`config.mk`:
```
export PLATFORM = sky130hd
export DESIGN_NAME = id_ex_forward_reg
export DESIGN_NICKNAME = d
export VERILOG_FILES = /design/src/rtl/id_ex_forward_reg_pkg.sv /design/src/rtl/id_ex_forward_reg_fwd_select.sv /design/src/rtl/id_ex_forward_reg.sv
export SDC_FILE = /design/constraint.sdc
export NUM_CORES = 1
export LEC_CHECK = 0
export BUFFER_PORTS_ARGS = -buffer_cell sky130_fd_sc_hd__buf_4
export CORE_AREA = 2 2 146 148
export DETAILED_ROUTE_END_ITERATION = 10
export DIE_AREA = 0 0 148 150
export PLACE_DENSITY_LB_ADDON = 0.12
export SLEW_MARGIN = 20
export SYNTH_ARGS = -nofsm -noshare
export SYNTH_HDL_FRONTEND = slang
export SYNTH_SLANG_ARGS = --single-unit
export TNS_END_PERCENT = 30
```
`constraint.sdc`:
```
create_clock -name Clk -period 4.1 [get_ports Clk]
set_input_delay 0.82 -clock Clk [delete_from_list [all_inputs] [get_ports Clk]]
set_output_delay 0.82 -clock Clk [all_outputs]
set_load 0.01 [all_outputs]
```
`src/rtl/id_ex_forward_reg_pkg.sv`:
```
// Shared types and helpers for the ID/EX pipeline register with operand forwarding.
// Widths, the non-forwardable PC register number and the forward-source encoding live here.
package id_ex_forward_reg_pkg;

    localparam int DATA_W = 32;
    localparam int REG_W  = 4;
    localparam int CTRL_W = 16;
    localparam int CNT_W  = 8;

    localparam logic [REG_W-1:0] PC_REG = 4'd15;

    typedef enum logic [1:0] {
        FWD_RF  = 2'd0,
        FWD_EX  = 2'd1,
        FWD_MEM = 2'd2,
        FWD_WB  = 2'd3
    } fwd_src_e;

    // Everything the ID/EX register carries into the execute stage.
    typedef struct packed {
        logic [DATA_W-1:0] a;
        logic [DATA_W-1:0] b;
        logic [DATA_W-1:0] d;
        logic [REG_W-1:0]  rw;
        logic              le;
        logic [CTRL_W-1:0] ctrl;
        logic              valid;
    } id_ex_t;

    localparam id_ex_t ID_EX_BUBBLE = '0;

    // A later stage supplies a register when it will write it and the numbers agree.
    function automatic logic reg_hit(input logic le, input logic [REG_W-1:0] rw,
                                     input logic [REG_W-1:0] rx);
        return le & (rw == rx);
    endfunction

    // Event counter that sticks at its maximum instead of wrapping.
    function automatic logic [CNT_W-1:0] sat_inc(input logic [CNT_W-1:0] v);
        if (v == {CNT_W{1'b1}}) begin
            return v;
        end else begin
            return v + {{(CNT_W-1){1'b0}}, 1'b1};
        end
    endfunction

endpackage

```
`src/rtl/id_ex_forward_reg_fwd_select.sv`:
```
// Per-operand forwarding mux: picks the youngest in-flight producer of a source register,
// and flags when that producer is a load still in EX (data not yet available).
module fwd_select
    import id_ex_forward_reg_pkg::*;
(
    input  logic [REG_W-1:0]  rx,
    input  logic [DATA_W-1:0] px,
    input  logic              use_op,
    input  logic              ex_le,
    input  logic              ex_load,
    input  logic [REG_W-1:0]  ex_rw,
    input  logic [DATA_W-1:0] ex_result,
    input  logic              mem_le,
    input  logic [REG_W-1:0]  mem_rw,
    input  logic [DATA_W-1:0] mem_result,
    input  logic              wb_le,
    input  logic [REG_W-1:0]  wb_rw,
    input  logic [DATA_W-1:0] wb_pw,
    output logic [DATA_W-1:0] fwd_val,
    output logic              lu_hit
);

    fwd_src_e src_s;

    // Source priority: PC is never forwarded, then EX (non-load), MEM, WB, else register file.
    always_comb begin
        src_s = FWD_RF;
        if (rx == PC_REG) begin
            src_s = FWD_RF;
        end else if (reg_hit(ex_le & ~ex_load, ex_rw, rx)) begin
            src_s = FWD_EX;
        end else if (reg_hit(mem_le, mem_rw, rx)) begin
            src_s = FWD_MEM;
        end else if (reg_hit(wb_le, wb_rw, rx)) begin
            src_s = FWD_WB;
        end else begin
            src_s = FWD_RF;
        end
    end

    // Data steering for the chosen source.
    always_comb begin
        fwd_val = px;
        case (src_s)
            FWD_EX:  fwd_val = ex_result;
            FWD_MEM: fwd_val = mem_result;
            FWD_WB:  fwd_val = wb_pw;
            default: fwd_val = px;
        endcase
    end

    // Load in EX targeting a used, non-PC source: the value cannot be forwarded yet.
    always_comb begin
        lu_hit = 1'b0;
        if (use_op && (rx != PC_REG)) begin
            lu_hit = reg_hit(ex_le & ex_load, ex_rw, rx);
        end else begin
            lu_hit = 1'b0;
        end
    end

endmodule

```
`src/rtl/id_ex_forward_reg.sv`:
```
// ID/EX pipeline register: forwards operands from EX/MEM/WB, detects load-use hazards,
// inserts bubbles on flush or hazard, and counts hazard bubbles.
module id_ex_forward_reg
    import id_ex_forward_reg_pkg::*;
(
    input  logic              Clk,
    input  logic              Reset,
    input  logic              Stall,
    input  logic              Flush,
    input  logic              ID_Valid,
    input  logic [DATA_W-1:0] PA,
    input  logic [DATA_W-1:0] PB,
    input  logic [DATA_W-1:0] PD,
    input  logic [REG_W-1:0]  RA,
    input  logic [REG_W-1:0]  RB,
    input  logic [REG_W-1:0]  RD,
    input  logic [2:0]        ID_Use,
    input  logic [REG_W-1:0]  ID_RW,
    input  logic              ID_LE,
    input  logic [CTRL_W-1:0] ID_Ctrl,
    input  logic [REG_W-1:0]  EX_RW,
    input  logic              EX_LE,
    input  logic              EX_Load,
    input  logic [DATA_W-1:0] EX_Result,
    input  logic [REG_W-1:0]  MEM_RW,
    input  logic              MEM_LE,
    input  logic [DATA_W-1:0] MEM_Result,
    input  logic [REG_W-1:0]  WB_RW,
    input  logic              WB_LE,
    input  logic [DATA_W-1:0] WB_PW,
    output logic [DATA_W-1:0] Q_A,
    output logic [DATA_W-1:0] Q_B,
    output logic [DATA_W-1:0] Q_D,
    output logic [REG_W-1:0]  Q_RW,
    output logic              Q_LE,
    output logic [CTRL_W-1:0] Q_Ctrl,
    output logic              Q_Valid,
    output logic              Load_Use,
    output logic [CNT_W-1:0]  Bubble_Cnt
);

    logic [DATA_W-1:0] fwd_a_s;
    logic [DATA_W-1:0] fwd_b_s;
    logic [DATA_W-1:0] fwd_d_s;
    logic [2:0]        lu_hit_s;
    logic              load_use_s;

    id_ex_t            stage_r;
    id_ex_t            stage_nxt_s;
    logic [CNT_W-1:0]  bubble_cnt_r;
    logic [CNT_W-1:0]  bubble_cnt_nxt_s;

    fwd_select u_fwd_a (
        .rx(RA), .px(PA), .use_op(ID_Use[0]),
        .ex_le(EX_LE), .ex_load(EX_Load), .ex_rw(EX_RW), .ex_result(EX_Result),
        .mem_le(MEM_LE), .mem_rw(MEM_RW), .mem_result(MEM_Result),
        .wb_le(WB_LE), .wb_rw(WB_RW), .wb_pw(WB_PW),
        .fwd_val(fwd_a_s), .lu_hit(lu_hit_s[0])
    );

    fwd_select u_fwd_b (
        .rx(RB), .px(PB), .use_op(ID_Use[1]),
        .ex_le(EX_LE), .ex_load(EX_Load), .ex_rw(EX_RW), .ex_result(EX_Result),
        .mem_le(MEM_LE), .mem_rw(MEM_RW), .mem_result(MEM_Result),
        .wb_le(WB_LE), .wb_rw(WB_RW), .wb_pw(WB_PW),
        .fwd_val(fwd_b_s), .lu_hit(lu_hit_s[1])
    );

    fwd_select u_fwd_d (
        .rx(RD), .px(PD), .use_op(ID_Use[2]),
        .ex_le(EX_LE), .ex_load(EX_Load), .ex_rw(EX_RW), .ex_result(EX_Result),
        .mem_le(MEM_LE), .mem_rw(MEM_RW), .mem_result(MEM_Result),
        .wb_le(WB_LE), .wb_rw(WB_RW), .wb_pw(WB_PW),
        .fwd_val(fwd_d_s), .lu_hit(lu_hit_s[2])
    );

    // Hazard is combinational so upstream can freeze PC and IF/ID in the same cycle.
    assign load_use_s = ID_Valid & (|lu_hit_s);

    // Next-state selection with priority Flush > Stall > load-use bubble > normal load.
    always_comb begin
        stage_nxt_s      = stage_r;
        bubble_cnt_nxt_s = bubble_cnt_r;
        if (Flush) begin
            stage_nxt_s = ID_EX_BUBBLE;
        end else if (Stall) begin
            stage_nxt_s      = stage_r;
            bubble_cnt_nxt_s = bubble_cnt_r;
        end else if (load_use_s) begin
            stage_nxt_s      = ID_EX_BUBBLE;
            bubble_cnt_nxt_s = sat_inc(bubble_cnt_r);
        end else begin
            stage_nxt_s.a     = fwd_a_s;
            stage_nxt_s.b     = fwd_b_s;
            stage_nxt_s.d     = fwd_d_s;
            stage_nxt_s.rw    = ID_RW;
            stage_nxt_s.le    = ID_LE & ID_Valid;
            stage_nxt_s.ctrl  = ID_Ctrl;
            stage_nxt_s.valid = ID_Valid;
        end
    end

    // Pipeline state and bubble counter; Reset clears both immediately.
    always_ff @(posedge Clk or posedge Reset) begin
        if (Reset) begin
            stage_r      <= ID_EX_BUBBLE;
            bubble_cnt_r <= {CNT_W{1'b0}};
        end else begin
            stage_r      <= stage_nxt_s;
            bubble_cnt_r <= bubble_cnt_nxt_s;
        end
    end

    assign Q_A        = stage_r.a;
    assign Q_B        = stage_r.b;
    assign Q_D        = stage_r.d;
    assign Q_RW       = stage_r.rw;
    assign Q_LE       = stage_r.le;
    assign Q_Ctrl     = stage_r.ctrl;
    assign Q_Valid    = stage_r.valid;
    assign Load_Use   = load_use_s;
    assign Bubble_Cnt = bubble_cnt_r;

endmodule
```
# After elaboration in Yosys (flattened, before gate mapping)
# Index checks and enable logic that the tools add are counted.
[word_totals]
register_bits = 126
in_bits = 249
wordCells = 81
out_inout_bits = 127
[classes]
n_reduce_logical = 5
muxes = 21
eq_ne = 26
add_sub_neg = 1
n_bitwise = 20
[ops]
columns = ["cell", "n"]
rows = [
  ["118-bit two-way mux", 3],
  ["32-bit case mux with 3 select lines", 3],
  ["4-bit == test", 9],
  ["2-bit two-way mux", 12],
  ["1-bit bitwise AND", 16],
  ["2-bit == test, second input constant", 6],
  ["4-bit == test, second input constant", 3],
  ["4-bit != test, second input constant", 3],
  ["8-bit by 1-bit adder with 8-bit output, second input constant", 1],
  ["8-bit == test, second input constant", 1],
  ["2-bit by 1-bit == test with 1-bit output, second input constant", 3],
  ["1-bit inverter", 4],
  ["4-bit AND reduction", 1],
  ["1-bit logical AND", 3],
  ["1-bit two-way mux", 3],
  ["3-bit OR reduction", 1],
  ["2-bit by 1-bit != test with 1-bit output, second input constant", 1],
]

# Longest topological paths before layout
# Gate-level depths: netlist of the first run.
[depth]
depth_word = 11
ltp_mapped = 9

# Cells and area by module
# From an unflattened synthesis of the first run, not the netlist that was laid out.
[hier_totals]
hier_cells = 996
area_unflattened_um2 = 8653.3
[by_module_without_submodules]
columns = ["mod", "area_each_um2", "n_inst", "cells_each"]
rows = [
  ["id_ex_forward_reg", 4558.1, 1, 300],
  ["fwd_select", 1365.1, 3, 232],
]

# Least setup slack after synthesis of the first run
# OpenSTA, ideal clock, no wires.
[synth_timing]
kind = "input to output"
from = "in RB[0]"
to = "out Load_Use"
path_buffers = 2
arrival_ns = 2.090
path_stages = 7
t_required_ns = 3.280
path_slack_ns = 1.190
path_cell_list = "clkbuf_1 > xor2_1 > nor4_1 > and3_1 > o21ba_2 > buf_2 > and2_1"
[synth_between]
elab_chain_cells = 5
word_cells_on_any_way = 7
[synth_lines]
columns = ["element", "line_no", "text"]
rows = [
  ["start, declared", "id_ex_forward_reg.sv:15", "input logic [REG_W-1:0] RB,"],
  ["4-bit == test / 4-bit != test (equally long branches)", "id_ex_forward_reg_pkg.sv:35, id_ex_forward_reg_fwd_select.sv:55", ""],
  ["1-bit bitwise AND / 1-bit logical AND (equally long branches)", "id_ex_forward_reg_pkg.sv:35, id_ex_forward_reg_fwd_select.sv:55", ""],
  ["1-bit two-way mux (*)", "id_ex_forward_reg_fwd_select.sv:55", "if (use_op && (rx != PC_REG)) begin"],
  ["3-bit OR reduction (*)", "id_ex_forward_reg.sv:78", "assign load_use_s = ID_Valid & (|lu_hit_s);"],
  ["1-bit bitwise AND (*)", "id_ex_forward_reg.sv:78", ""],
  ["end, declared", "id_ex_forward_reg.sv:38", "output logic Load_Use,"],
]
# Every way passes the cells marked *; elsewhere a longest branch is shown, timed or not.

# Worst setup path after layout of the first run
[layout_timing]
from = "in EX_RW[1]"
to = "out Load_Use"
[layout_between]
elab_chain_cells = 5
word_cells_on_any_way = 11
[layout_lines]
columns = ["element", "line_no", "text"]
rows = [
  ["start, declared", "id_ex_forward_reg.sv:21", "input logic [REG_W-1:0] EX_RW,"],
  ["4-bit == test", "id_ex_forward_reg_pkg.sv:35", "return le & (rw == rx);"],
  ["1-bit bitwise AND", "id_ex_forward_reg_pkg.sv:35", ""],
  ["1-bit two-way mux", "id_ex_forward_reg_fwd_select.sv:55", ""],
  ["3-bit OR reduction (*)", "id_ex_forward_reg.sv:78", ""],
  ["1-bit bitwise AND (*)", "id_ex_forward_reg.sv:78", ""],
]
# Marks and branches as above.

==> out/summary.md, run 1 <==
• 40.6% — Initial Util
• 24.3 um — Routed wire per std cell
• 28.9% — Slew HR
• sky130_fd_sc_hd__clkbuf_16 — clk root buf
• 126 — flop and latch count out of synthesis
• 376 — count of boundary I/O pins
• 0 — DRC errors left
• 672 ps — crit path setup slack, layout
• 3430 ps — Final min period
• 10 — maximum fanout encountered on the critical timing path
• 375 — number of I/O port buffers
• 6 — r2r worst-path depth
• 32.5% — switch share
• 0 — Hold-fix buffers, CTS
• 27.7% — Comb pwr share
• 44.4% — layout overhead on the synthesized area
• 4720 um2 — Multi-input gate area
• 28400 um — post-detail-place hpwl
• 22200 um2 — die area
• 58200 um — first-pass GRT wire length
• 0 — Overflow after GRT
• 989 — synthesized netlist cell count
• 0 — max-slew violation count
• 0 — number of gates resized after cts
• Bubble_Cnt[5]$_DFFE_PP0P_ — Reg2Reg Capture Point
• sky130_fd_sc_hd__dfrtp_1 — leading area contributor after synthesis
• 5.52 nW — total leakage power
• 17 — TritonCTS buffer count
• 0.00410 W — final total power
• 2610 ps — arrival time reported for the critical path endpoint
• Q_D[12]$_DFFE_PP0P_ — launch point of the worst hold path
• 0.900 — final weighted congestion in routability-driven placement
• sky130_fd_sc_hd__dfrtp_1, sky130_fd_sc_hd__a221oi_1, sky130_fd_sc_hd__o21ai_0 — most area-consuming cells after synthesis
• 50 ps — clock-pin slew reported for the worst setup and hold paths after clock tree synthesis
• 126 — number of sinks on the clock net
• 0 ps — Fin Setup TNS
• 0 — synthesis warning total
• 4 — H-Tree Depth
• yes — CTS tree
• no — RSZ-0062 raised after global routing
• 338 nW/um2 — power per unit of standard cell area
• 1577 — nets
• 3280 ps — required time of the critical path
• 20700 um2 — area inside the core boundary
• input port to output port — critical path type
• met4 — uppermost routed layer
• 0 — buffer count from post-CTS setup fixing
• 9696 — via count of the first global-routing pass
• 2300 ps — setup slack of the worst register-to-register path
• 6 — Pre-Repair DR Iteration Count
• 0 — final number of setup-violating endpoints
• 1.04 ps — setup skew after layout
• 148 um — die width
• 292 MHz — fmax
• 1582 — placed cell count
• 1935 — Filler Cell Count
• 100% — Post-synth ARST share
• 0 — number of enable flip-flop cells after synthesis
• 0.00133 W — Net Switching
• 149 — maximum number of pins on one net before global-route repair
• 12100 um2 — Non-Filler Cell Area, Final
• 2 — Max Root-Sink Buffers
• input port — crit start category
• 8400 um2 — Cell Area, Synth
• 3150 um2 — area used by sequential logic in the layout
• 37.5% — Yosys top cell area share
• 37.5% — post-synthesis sequential area ratio
• 6.17 — via count normalized by instance count
• 60 — Cell variety after synth
• 0.000294 V — IR Drop Worst-Case VDD
• 1070 ps — worst-margin pin slew
• 18000 um — routed length on met2
• 739 ps — Worst Setup Slack post-DPL
• 0 — number of antenna-violating nets in the routed design
• 36.0% — sequential fraction of design power
• 83.6% — crit share post-route
• Q_D[12]$_DFFE_PP0P_ — Min-Delay Endpoint
• 0 — Max-Cap Viols
• 3 — number of antenna violations at the first check in global routing
• Bubble_Cnt[3]$_DFFE_PP0P_ — FF-to-FF Start
• 1617 — non-filler instance count after layout
• 2 — Hold Path Stages
• 38.5% — ratio of cells with drive above 1 in the final layout
• completed — run status
• 4260 um — met3 wirelength from detailed routing
• 34.5% — overall routing resource usage
• output port — capturing element type of the critical path
• 0 — number of failing hold endpoints at the final stage
• 150 um — vertical extent of the die
• 36.3% — Clock power frac
• sky130_fd_sc_hd__buf_4 — commonest non-fill, non-tap cell in the layout
• 0.00277 W — Internal Power
• 9973 — number of vias after detailed routing
• 11500 um2 — standard cell area after detailed placement
• 1239 — Mapped Nets
• 8.49 um2 — mean instance size in the synthesized netlist
• 53 — Core Rows
• 15500 um — routed length on met1
• sky130_fd_sc_hd__buf_4, sky130_fd_sc_hd__dfrtp_1, sky130_fd_sc_hd__nand2_1 — most frequent cells in the layout
• sky130_fd_sc_hd__dfrtp_1 — Most used DFF post-synth
• 430 ps — worst skew pair latency
• flop to flop — Hold WC Path Type
• 39300 um — total wire length
• 1098 — Initial DRC Count
## stage by stage
| stage | hold slack (ps) | util, % |
|---|---|---|
| final | 480 | 58.6 |
| after global routing | 501 | 58.6 |
| after CTS | 480 | 58.5 |
| after detailed placement | 468 | 55.8 |
| after global placement | 461 | 55.8 |
| after floorplan | 516 | - |
## routing by layer
metal  vias up  global-route usage (%)
met3        96                    9.36
met1      4740                    45.3
met5         -                       0
li1       4446                       -
met2       691                    53.3
met4         0                    15.3
## layout make-up
type | instances | share of cell area [%]
clock inverter | 12 | 0.939
sequential | 126 | 26.0
clock buffer | 19 | 3.73
inverter | 47 | 1.49
timing repair buffer | 415 | 26.0
tap | 275 | 2.84
multi-input combinational | 720 | 38.9
antenna | 3 | 0.0619
## cell usage after synthesis, drive strengths merged (22+ instances only)
master / instances
inv: 47
a31o: 42
a22o: 28
nand2: 119
a221oi: 74
clkbuf: 69
dfrtp: 126
buf: 27
a21oi: 41
nor2: 35
nor3: 49
o21ai: 118
xnor2: 22
## flip-flops by register name (all words and copies together) (netlist names)
| name | flops |
|---|---|
| Bubble_Cnt | 8 |
| Q_A | 32 |
| Q_D | 32 |
| Q_Ctrl | 16 |
| Q_RW | 4 |
| Q_B | 32 |
| Q_LE | 1 |
| Q_Valid | 1 |
## logic make-up after synthesis
logic type / count (synthesis) / synth area share, %
compound gates: 405 / 35.5
xor+xnor: 34 / 3.54
fa+ha+maj: 1 / 0.149
buf+inv: 143 / 7.31
flops: 126 / 37.5
mux: 1 / 0.134
simple gates: 279 / 15.8
## critical path, stage by stage
cell and delay (ps):
sky130_fd_sc_hd__buf_4 130, sky130_fd_sc_hd__xor2_1 150, sky130_fd_sc_hd__nor4_1 610, sky130_fd_sc_hd__o2bb2ai_1 300, sky130_fd_sc_hd__o21ba_2 330, sky130_fd_sc_hd__and2_1 150, sky130_fd_sc_hd__buf_4 110
## power by group through the flow
stage                     logic, W  clock network, W  registers, W
after floorplan           0.000424                 0       0.00154
final                      0.00114           0.00149       0.00148
after CTS                  0.00113           0.00150       0.00147
after detailed placement   0.00113                 0       0.00149
after global routing       0.00121           0.00157       0.00149
after global placement     0.00112                 0       0.00149
## worst max-delay path by stage
| stage | startpoint | to | slack, ps |
|---|---|---|---|
| finish | EX_RW[1] | Load_Use | 670 |
| CTS | EX_RW[1] | Load_Use | 740 |
| global placement | EX_RW[1] | Load_Use | 840 |
| floorplan | RB[0] | Load_Use | 1190 |
| global route | EX_RW[1] | Load_Use | 570 |
| detailed placement | EX_RW[1] | Load_Use | 740 |
No activity file was read; power rests on OpenSTA's default activity.
==> run 2: changes to the inputs <==
--- a/config.mk
+++ b/config.mk
@@ -5,10 +5,11 @@
 export SDC_FILE = /design/constraint.sdc
 export NUM_CORES = 1
 export LEC_CHECK = 0
+export ABC_AREA = 1
 export BUFFER_PORTS_ARGS = -buffer_cell sky130_fd_sc_hd__buf_4
-export CORE_AREA = 2 2 146 148
+export CORE_AREA = 2 2 145 147
 export DETAILED_ROUTE_END_ITERATION = 10
-export DIE_AREA = 0 0 148 150
+export DIE_AREA = 0 0 147 149
 export PLACE_DENSITY_LB_ADDON = 0.12
 export SLEW_MARGIN = 20
 export SYNTH_ARGS = -nofsm -noshare
==> constraint.sdc (replaced) <==
create_clock -name Clk -period 3.2 [get_ports Clk]
set_input_delay 0.64 -clock Clk [delete_from_list [all_inputs] [get_ports Clk]]
set_output_delay 0.64 -clock Clk [all_outputs]
set_load 0.01 [all_outputs]
==> run 2 against run 1 <==
Effect of this change: first-iteration DRC count shrank 6.0%; worst setup slack lost 75 ps; combinational power grew 11%; clock power grew 30%; cell area grew 7.2%; cell count grew 37%; count of clock-buffer cells in the layout shrank 1; clock skew is essentially flat; sequential cell count is the same; critical path type unchanged; highest routed layer unchanged.
==> out/summary.md, run 2 <==
• completed — run status
• 53 — Core Rows, unchanged
• 2018 — Filler Cell Count, +4.3%
• output port — capturing element type of the critical path
• 34.1% — overall routing resource usage, -0.35 points
• 21900 um2 — die area, -1.3%
• 17 — TritonCTS buffer count, unchanged
• 26 — Cell variety after synth, -57%
• 126 — number of sinks on the clock net, unchanged
• sky130_fd_sc_hd__nand2_1, sky130_fd_sc_hd__buf_4, sky130_fd_sc_hd__nor2_1 — most frequent cells in the layout
• 38200 um — total wire length, -2.7%
• 0 — final number of setup-violating endpoints, unchanged
• 0 — max-slew violation count, unchanged
• sky130_fd_sc_hd__dfrtp_1 — Most used DFF post-synth
• 10700 — via count of the first global-routing pass, +10%
• 0.000380 V — IR Drop Worst-Case VDD, +29%
• input port to output port — critical path type
• input port to async pin — Hold WC Path Type
• 55 — maximum number of pins on one net before global-route repair, -63%
• 2 — Max Root-Sink Buffers, unchanged
• 2177 — nets, +38%
• 17.2 um — Routed wire per std cell, -29%
• 1 — number of antenna violations at the first check in global routing, -2
• 5260 um2 — Multi-input gate area, +12%
• 38.8% — Slew HR, +9.9 points
• sky130_fd_sc_hd__clkbuf_16 — clk root buf
• 0 — synthesis warning total, unchanged
• 0 — buffer count from post-CTS setup fixing, unchanged
• input port — crit start category
• 5.18 — via count normalized by instance count, -16%
• 149 um — vertical extent of the die, -0.67%
• 9370 um2 — Cell Area, Synth, +12%
• 430 ps — worst skew pair latency, about the same
• 33.6% — Yosys top cell area share, -3.9 points
• 38.8% — layout overhead on the synthesized area
• 58300 um — first-pass GRT wire length, +0.11%
• 147 um — die width, -0.68%
• 375 — number of I/O port buffers, unchanged
• 3150 um2 — area used by sequential logic in the layout, unchanged
• 2560 ps — required time of the critical path, -720 ps
• 4 — H-Tree Depth, unchanged
• 0 — DRC errors left, unchanged
• 33.6% — post-synthesis sequential area ratio, -3.9 points
• 11500 — number of vias after detailed routing, +15%
• 2183 — placed cell count, +38%
• yes — CTS tree
• 1589 — synthesized netlist cell count, +61%
• sky130_fd_sc_hd__nand2_1 — most frequent cell after synthesis
• 100% — Post-synth ARST share, unchanged
• 5.90 um2 — mean instance size in the synthesized netlist, -31%
• 0 — number of gates resized after cts, unchanged
• 2600 ps — Final min period
• 81.3% — crit share post-route
• 2216 — non-filler instance count after layout, +37%
• 70 ps — clock-pin slew reported for the worst setup and hold paths after clock tree synthesis, +20 ps
• sky130_fd_sc_hd__dfrtp_1, sky130_fd_sc_hd__nand2_1, sky130_fd_sc_hd__nor2_1 — most area-consuming cells after synthesis
• 0 — number of enable flip-flop cells after synthesis, unchanged
• no — RSZ-0062 raised after global routing
• 1839 — Mapped Nets, +48%
• 0.873 — final weighted congestion in routability-driven placement, -3.0%
• 1960 ps — arrival time reported for the critical path endpoint, -650 ps
• 0 — number of antenna-violating nets in the routed design, unchanged
• 0 — Overflow after GRT, unchanged
• 28200 um — post-detail-place hpwl, -0.60%
• 384 MHz — fmax
• 20600 um2 — area inside the core boundary, -0.64%
• 45.6% — Initial Util, +5.0 points
• 7.19 nW — total leakage power, +30%
• 383 nW/um2 — power per unit of standard cell area, +13%
• 0 — Hold-fix buffers, CTS, unchanged
• 10 — maximum fanout encountered on the critical timing path, unchanged
• 8 — Pre-Repair DR Iteration Count, +2
• sky130_fd_sc_hd__nand2_1, sky130_fd_sc_hd__nor2_1, sky130_fd_sc_hd__inv_1 — leading post-synthesis cells by instance count
• sky130_fd_sc_hd__dfrtp_1 — leading area contributor after synthesis
• 1032 — Initial DRC Count, -6.0%
• 0.813 ps — setup skew after layout, -0.226 ps
• 0 — number of failing hold endpoints at the final stage, unchanged
• 0 — Max-Cap Viols, unchanged
• 916 ps — worst-margin pin slew, -150 ps
• 376 — count of boundary I/O pins, unchanged
• 126 — flop and latch count out of synthesis, unchanged
• 0 ps — Fin Setup TNS, unchanged
• 24.4% — ratio of cells with drive above 1 in the final layout, -14 points
• sky130_fd_sc_hd__nand2_1 — commonest non-fill, non-tap cell in the layout
[run 2: cell types whose count changed after synthesis, moves of 28 or more]
cell	previous run	this run
sky130_fd_sc_hd__clkbuf_1	69	39
sky130_fd_sc_hd__nand3_1	13	114
sky130_fd_sc_hd__a31o_2	30	0
sky130_fd_sc_hd__nand2_1	119	567
sky130_fd_sc_hd__nor3_1	49	0
sky130_fd_sc_hd__a221oi_1	64	0
sky130_fd_sc_hd__a21oi_1	41	2
sky130_fd_sc_hd__nand4_1	6	88
sky130_fd_sc_hd__o21ai_0	99	36
sky130_fd_sc_hd__inv_1	46	138
sky130_fd_sc_hd__a22o_1	28	0
sky130_fd_sc_hd__nor2_1	33	364
[run 2: per-layer routing]
metal	part of all wire, %	global-route usage, %
met1	38	42.4
met5	0	0
met3	10	8.59
met2	47	55.1
met4	5.0	17.9
[run 2: power breakdown]
group | leakage, nW | internal (W) | total (W) | switching, W
Sequential | 1.68 | 0.00171 | 0.00178 | 0.0000731
Combinational | 5.23 | 0.000546 | 0.00127 | 0.000721
Clock | 0.280 | 0.00110 | 0.00194 | 0.000837
Total | 7.19 | 0.00336 | 0.00499 | 0.00163
[run 2: logic make-up (layout without fill, tap and decap cells)]
kind of cell / after synthesis / in the layout / synth area share [%]
buf+inv: 236 / 587 / 10.5
simple gates: 1156 / 1156 / 51.4
flops: 126 / 126 / 33.6
compound gates: 56 / 56 / 3.02
xor+xnor: 14 / 14 / 1.31
other cells: 0 / 1 / 0
fa+ha+maj: 1 / 1 / 0.134
[run 2: final cells by class]
type	count	area share (%)
Tap cell	275	2.65
Clock inverter	14	1.04
Timing Repair Buffer	405	23.9
Antenna cell	1	0.0192
Sequential cell	126	24.2
Inverter	150	4.36
Multi-Input combinational cell	1227	40.5
Clock buffer	18	3.38
[run 2: critical path, cell delays in order]
cell                      delay (ps)
sky130_fd_sc_hd__buf_4           100
sky130_fd_sc_hd__inv_1            60
sky130_fd_sc_hd__nand2_1          50
sky130_fd_sc_hd__nand2_1          50
sky130_fd_sc_hd__nor2_1          270
sky130_fd_sc_hd__nand4_1         130
sky130_fd_sc_hd__nand3_1         240
sky130_fd_sc_hd__nand2_2         110
sky130_fd_sc_hd__inv_2           170
sky130_fd_sc_hd__buf_4           150
[run 2: metrics by stage]
step	util, %	hold slack (ps)	cell area (um2)	setup WS (ps)	power [W]
after floorplan	-	515	9370	1010	0.00239
after global placement	60.5	463	12400	441	0.00305
after detailed placement	60.5	466	12400	389	0.00306
after CTS	63.3	358	13000	622	0.00499
after global routing	63.3	389	13000	515	0.00520
final	63.3	339	13000	597	0.00499
[run 2: final timing paths]
check,from,end,slack [ps],cells after the start
max in group asynchronous,Reset,Q_D[8]$_DFFE_PP0P_,2120,3
setup reg to reg,Bubble_Cnt[0]$_DFFE_PP0P_,Bubble_Cnt[4]$_DFFE_PP0P_,1420,7
hold / removal,Reset,Q_Ctrl[10]$_DFFE_PP0P_,340,2
setup / recovery,EX_RW[1],Load_Use,600,10
min in group Clk,ID_Ctrl[8],Q_Ctrl[8]$_DFFE_PP0P_,430,3
hold reg to reg,Q_B[29]$_DFFE_PP0P_,Q_B[29]$_DFFE_PP0P_,480,2
